### src/rtl/pipe_hazard_ctrl.sv
// pipe_hazard_ctrl
// Central controller for the five-stage IF/ID/EXE/MEM/WB pipeline.
// - RAW hazard detection between ID and EXE/MEM; issues bubble/freeze.
// - Taken branch in EXE flushes IF and ID stage registers.
// - Multi-cycle data-memory accesses freeze the whole pipeline for MEM_LAT-1 cycles.
// - Saturating event counters for bring-up/performance debug.
//
// Ports:
//   clk, rst                 clock (rising edge), async active-high reset
//   fwd_en                   forwarding present: only load-use stalls needed
//   src1, src2, two_src      ID source registers, src2 valid flag
//   exe_dest/exe_wb_en/exe_mem_r_en   EXE destination, writeback, load flag
//   mem_dest/mem_wb_en       MEM destination, writeback
//   mem_r_en, mem_w_en       MEM-stage memory request
//   branch_taken             taken branch resolved in EXE
//   cnt_clr                  synchronous clear of all counters
//   hazard, freeze, flush, pipe_stall   pipeline control outputs
//   hz_count, mem_stall_count, flush_count   event counters
//
// Memory FSM:
//   state  | meaning
//   M_IDLE | no access in flight; a request starts the stall window
//   M_WAIT | access in flight; wcnt counts remaining stall cycles
module pipe_hazard_ctrl #(
  parameter int MEM_LAT = 4,
  parameter int CNT_W   = 16
) (
  input  logic             clk,
  input  logic             rst,
  input  logic             fwd_en,
  input  logic [3:0]       src1,
  input  logic [3:0]       src2,
  input  logic             two_src,
  input  logic [3:0]       exe_dest,
  input  logic             exe_wb_en,
  input  logic             exe_mem_r_en,
  input  logic [3:0]       mem_dest,
  input  logic             mem_wb_en,
  input  logic             mem_r_en,
  input  logic             mem_w_en,
  input  logic             branch_taken,
  input  logic             cnt_clr,
  output logic             hazard,
  output logic             freeze,
  output logic             flush,
  output logic             pipe_stall,
  output logic [CNT_W-1:0] hz_count,
  output logic [CNT_W-1:0] mem_stall_count,
  output logic [CNT_W-1:0] flush_count
);

  typedef enum logic {M_IDLE, M_WAIT} mstate_t;

  localparam bit         MULTI     = (MEM_LAT > 1);
  // First stall cycle is issued from M_IDLE, so M_WAIT needs MEM_LAT-2 more.
  localparam logic [3:0] WAIT_INIT = MULTI ? 4'(MEM_LAT - 2) : 4'd0;
  localparam logic [CNT_W-1:0] CNT_MAX = {CNT_W{1'b1}};

  mstate_t    state;
  logic [3:0] wcnt;
  logic       req;
  logic       exe_hit;
  logic       mem_hit;
  logic       raw_hz;
  logic       stall_c;

  assign req     = mem_r_en | mem_w_en;
  assign exe_hit = exe_wb_en & ((src1 == exe_dest) | (two_src & (src2 == exe_dest)));
  assign mem_hit = mem_wb_en & ((src1 == mem_dest) | (two_src & (src2 == mem_dest)));
  assign raw_hz  = fwd_en ? (exe_hit & exe_mem_r_en) : (exe_hit | mem_hit);

  always_comb begin
    stall_c = 1'b0;
    case (state)
      M_IDLE:  stall_c = req & MULTI;
      M_WAIT:  stall_c = (wcnt != 4'd0);
      default: stall_c = 1'b0;
    endcase
  end

  // Outputs are forced low while reset is held, even though they are combinational.
  assign pipe_stall = stall_c & ~rst;
  assign flush      = branch_taken & ~pipe_stall & ~rst;
  assign hazard     = raw_hz & ~branch_taken & ~pipe_stall & ~rst;
  assign freeze     = hazard | pipe_stall;

  always_ff @(posedge clk or posedge rst) begin
    if (rst) begin
      state <= M_IDLE;
      wcnt  <= 4'd0;
    end else begin
      case (state)
        M_IDLE: begin
          if (req && MULTI) begin
            state <= M_WAIT;
            wcnt  <= WAIT_INIT;
          end
        end
        M_WAIT: begin
          if (wcnt != 4'd0) wcnt <= wcnt - 4'd1;
          else              state <= M_IDLE;
        end
        default: state <= M_IDLE;
      endcase
    end
  end

  always_ff @(posedge clk or posedge rst) begin
    if (rst) begin
      hz_count        <= '0;
      mem_stall_count <= '0;
      flush_count     <= '0;
    end else if (cnt_clr) begin
      hz_count        <= '0;
      mem_stall_count <= '0;
      flush_count     <= '0;
    end else begin
      if (hazard && hz_count != CNT_MAX)            hz_count        <= hz_count + 1'b1;
      if (pipe_stall && mem_stall_count != CNT_MAX) mem_stall_count <= mem_stall_count + 1'b1;
      if (flush && flush_count != CNT_MAX)          flush_count     <= flush_count + 1'b1;
    end
  end

endmodule
### config.mk
export PLATFORM = sky130hd
export DESIGN_NAME = pipe_hazard_ctrl
export DESIGN_NICKNAME = d
export VERILOG_FILES = /design/src/rtl/pipe_hazard_ctrl.sv
export SDC_FILE = /design/constraint.sdc
export NUM_CORES = 1
export LEC_CHECK = 0
export BUFFER_PORTS_ARGS = -buffer_cell sky130_fd_sc_hd__clkbuf_2
export CORE_MARGIN = 5
export CORE_UTILIZATION = 55
export CTS_BUF_LIST = sky130_fd_sc_hd__clkbuf_4 sky130_fd_sc_hd__clkbuf_8
export CTS_CLUSTER_DIAMETER = 120
export DETAILED_ROUTE_END_ITERATION = 7
export GPL_ROUTABILITY_DRIVEN = 0
export MAX_ROUTING_LAYER = met4
export PLACE_DENSITY = 0.83
export SYNTH_ARGS = -nofsm -noshare
export SYNTH_HDL_FRONTEND = slang
export SYNTH_SLANG_ARGS = --single-unit
### constraint.sdc
create_clock -name clk -period 2.6 [get_ports clk]
set_input_delay 0.13 -clock clk [delete_from_list [all_inputs] [get_ports clk]]
set_output_delay 0.13 -clock clk [all_outputs]
set_load 0.03 [all_outputs]
======== Word level (Yosys, flattened, before mapping) ========
Index checks and enable logic that the tools add are counted.
storage, ports and cells
  register bits after elaboration ......... 53
  input port bits ......................... 27
  output and inout port bits .............. 52
  logic and storage cells ................. 60
cells by class
  add/sub/neg operators ................... 4
  equality and inequality tests ........... 9
  muxes and demuxes ....................... 14
  bitwise operators ....................... 20
  reductions and logical operators ........ 8
operator list
  cell                     count
  $mux W16                 6
  $add A16 B1 Y16 const B  3
  $ne A16 B16 Y1 const B   3
  $eq A4 B4 Y1             4
  $and A1 B1 Y1            11
  $mux W4                  2
  $pmux W4 S2              1
  $reduce_bool A2 Y1       3
  $or A1 B1 Y1             5
  $not A1 Y1               4
  $pmux W1 S2              2
  $reduce_bool A4 Y1       1
  $sub A4 B1 Y4 const B    1
  $logic_and A1 B1 Y1      3
  $mux W1                  3
  $ne A2 B1 Y1 const B     1
  $ne A2 B2 Y1 const B     1
  $reduce_and A2 Y1        1

======== Depth between registers and ports, before layout ========
  depth after elaboration ................. 12
  mapped depth ............................ 10
  mapped depth without buffers ............ 8

======== Worst setup path after synthesis ========
No wires, ideal clock.
  kind .................................... input -> register
  from .................................... input port rst
  to ...................................... register flush_count[5]
  library setup time ...................... 0.132 ns
  arrival ................................. 2.352 ns
  required time ........................... 2.468 ns
  setup slack ............................. 0.116 ns
  stages on the path ...................... 7
  path buffers ............................ 1
  path through ............................ inv_1 > o211ai_2 > a21o_1 > buf_2 > nor3_2 > xnor2_1 > nor2_1
between the ends
  word-level cells in the longest chain between the ends .. 7
RTL lines
  what                                   RTL line  RTL
  start, declared                        29        input logic rst,
  $not A1 Y1 *                           82, 83
  $and A1 B1 Y1                          82        assign pipe_stall = stall_c & ~rst;
  $not A1 Y1                             83        assign flush = branch_taken & ~pipe_stall & ~rst;
  $and A1 B1 Y1                          83
  $and A1 B1 Y1 *                        83
  $logic_and A1 B1 Y1 *                  120       if (flush && flush_count != CNT_MAX) flush_count <= flush_count + 1'b1;
  $reduce_bool A2 Y1 (no source line) *  --
  end signal, assigned                   120
  end, declared                          49        output logic [CNT_W-1:0] flush_count
Every way passes the cells marked *; elsewhere a longest branch is shown, timed or not.
A chain may end at the register's enable or synchronous reset.

======== Final worst setup path ========
  from .................................... register wcnt[0]
  to ...................................... register hz_count[5]
between the ends
  word-level cells in the longest chain between the ends .. 8
RTL lines
  what                                 RTL line  RTL
  start, declared                      60        logic [3:0] wcnt;
  start signal, assigned               100       if (wcnt != 4'd0) wcnt <= wcnt - 4'd1;
  $reduce_bool A4 Y1                   76        M_WAIT: stall_c = (wcnt != 4'd0);
  $pmux W1 S2                          74        case (state)
  $and A1 B1 Y1                        82
  $not A1 Y1                           84        assign hazard = raw_hz & ~branch_taken & ~pipe_stall & ~rst;
  $and A1 B1 Y1 (2 in series)          84
  $logic_and A1 B1 Y1                  118       if (hazard && hz_count != CNT_MAX) hz_count <= hz_count + 1'b1;
  $reduce_bool A2 Y1 (no source line)  --
  end signal, assigned                 118
  end, declared                        47        output logic [CNT_W-1:0] hz_count,
No other way between the ends.

==> impl_metrics.csv <==
group,metric,value,unit
global_route,antenna_found_initial,0,
synthesis,yosysTopAreaCell,"dfrtp_1",
final_layout,layout_common_cells,"78 x clkbuf_2, 53 x dfrtp_1, 41 x nor2_1",
clock_tree,cts_tree,"yes",
pwr,ir_drop,0.346,mV
timing,max-slew-margin-rel,0.348,
clock_tree,cts_max_level,2,
clock_tree,cts_buffer_depth,2,
synthesis,netlist_area,3040,sq um
global_route,gr-total-overflow,0,
die,rows,27,
timing,post-route-period-util,0.906,
die,ios,79,
synthesis,synth_edf_count,0,
routing,totalWireLength,6840,um
run_status,status,"completed",
pwr,p_leak,1.56,nW
die,die_h,84.4,um
routing,ant_nets,0,
routing,wl_per_cell,14.2,um
synthesis,ys_warn_count,0,
critical_path,worst_setup_path_end_kind,"flop",
global_route,grt_usage,0.207,
critical_path,crit_required,2820,ps
final_layout,area_growth_syn_to_layout,17.8,%
timing,worst_pin_slew,978,ps
synthesis,async_flop_share,1.00,
synthesis,avgSynthCellArea,9.21,sq um
timing,setup_ws,244,ps
critical_path,cp.arrival,2570,ps
final_layout,antenna_cells,0,
die,fp.dieW,84.4,um
critical_path,startpoint,"wcnt[0]",
clock_tree,clk_pin_slew,90,ps
synthesis,synthCells,330,
timing,fin_setup_tns,0,ps
critical_path,r2r_setup_slack,240,ps
synthesis,yosys-top-cells-area,"dfrtp_1 44%, xnor2_1 7.5%, nor2_1 5.1%",
clock_tree,post_cts_buffers,0,
synthesis,synth_ff_type,"dfrtp_1",
critical_path,critPathMaxFanout,24,
placed_design,port_buffers,78,
clock_tree,clk_latency,310,ps
hold_path,hp-class,"in2async",
critical_path,r2r_end,"hz_count[5]",
die,die_area,7110,sq um
placed_design,hpwl,5030,um
final_layout,nFillCells,459,
timing,setup_viol,0,
timing,fmax,424,MHz
synthesis,syn_nets,361,
clock_tree,clock_sinks,53,
clock_tree,postCtsHoldBufs,0,
synthesis,synth_top_area_frac,0.436,
clock_tree,cts-root-buf,"clkbuf_8",
critical_path,worstReg2RegStart,"wcnt[0]",
final_layout,drive_gt1_frac,0.256,
pwr,power_density,501,nW/um^2
final_layout,final_common_cell,"clkbuf_2",
timing,rsz0062_at_grt,"no",
die,core-area,5440,sq um
global_route,grt_pass1_vias,2634,
critical_path,crit_type,"reg2reg",
critical_path,reg2reg_depth,8,
synthesis,synth_cell_types,46,
placed_design,place_ws,292,ps
routing,drt-vias-per-instance,5.60,
routing,drc,0,
timing,period_needed,2360,ps
routing,dr.first_iter.drc_count,89,
timing,finalHoldViolations,0,
critical_path,startpoint_type,"flop",
timing,fin_skew,3.59,ps
critical_path,max_stage_delay,550,ps
synthesis,ys_seq_area_frac,0.436,
routing,dr.pass1.iters,4,
job,maxCapViolCount,0,
global_route,grt_pass1_wl,12000,um
final_layout,finalNetCount,440,
critical_path,slowest_stage,"or4_1",
clock_tree,numCtsBuffers,5,
synthesis,ys_ff_latch,53,
die,start_util,0.559,
global_route,grt_max_degree,54,
clock_tree,cts_resized,0,
timing,slew_violations,0,
routing,num_vias,2699,
critical_path,path_cells,"inv_1 > ha_1 > and4bb_4 > o21ai_4 > a31oi_4 > o21ai_2 > or4_1 > a21oi_1",
## worst max path at each step
stage                           to
finish                 hz_count[5]
global route           hz_count[5]
CTS                    hz_count[5]
detailed placement     hz_count[5]
global placement       hz_count[5]
floorplan           flush_count[5]
## cells in the mapped netlist (2+ instances only)
cell / count
or2_2: 2
mux2i_1: 4
and4_1: 3
nand3_1: 14
xor2_1: 12
a21oi_1: 22
a31oi_1: 2
dfrtp_1: 53
or4_1: 2
xnor2_1: 26
o31ai_1: 2
nor3_4: 2
nor2_1: 41
o211ai_1: 2
nor3_2: 4
a311oi_1: 2
ha_1: 4
and3_1: 7
clkbuf_1: 5
nand4_1: 13
o21ai_1: 8
nand2_1: 23
or3_1: 18
o22ai_1: 2
buf_2: 2
nor3_1: 9
nor3b_1: 2
o21ai_0: 12
inv_1: 15
## critical path, delay by kind of cell (launching register included)
kind            cells  cell delay (ps)
simple gates        2              870
compound gates      4              680
flops               1              390
fa+ha+maj           1              210
buf+inv             1              100
## metal layers
metal | routed length, um | global-route usage
met1 | 3060 | 0.259
met2 | 3360 | 0.342
met3 | 352 | 0.0432
met4 | 75 | 0.0561
met5 | 0 | -
## cell type report
cell class	instances	area, sq um	share of cell area
Multi-Input combinational cell	254	1620	0.452
Sequential cell	53	1330	0.370
Timing Repair Buffer	80	405	0.113
Tap cell	72	90.1	0.0251
Clock buffer	6	76.3	0.0213
Inverter	15	56.3	0.0157
Clock inverter	2	10.0	0.00279
## sequential cells by signal, summed over array words and instances, names as in the netlist
register / cells
flush_count: 16
hz_count: 16
mem_stall_count: 16
wcnt: 4
state: 1
## cell families (layout without fill, tap and decap cells)
group           after synthesis  count (layout)  synth area share
buf+inv                      23             103            0.0317
simple gates                146             146             0.258
flops                        53              53             0.436
fa+ha+maj                     4               4            0.0165
compound gates               62              62             0.135
mux                           4               4            0.0132
xor+xnor                     38              38             0.109
## metrics by stage
step / power, mW / hold slack, ps / cell area [sq um] / cells / utilization
after CTS: 1.81 / 76.6 / 3580 / 482 / 0.659
final: 1.79 / 65.7 / 3580 / 482 / 0.659
after global placement: 1.33 / 416 / 3500 / 474 / 0.643
after detailed placement: 1.35 / 416 / 3500 / 474 / 0.643
after floorplan: 1.24 / 310 / 3040 / 330 / -
after global routing: 1.90 / 123 / 3580 / 482 / 0.659
## power breakdown
group	internal [mW]	total [mW]	switching (mW)
registers	0.875	0.934	0.0597
logic	0.157	0.398	0.241
clock network	0.198	0.462	0.265
(Power assumes the default switching activity.)
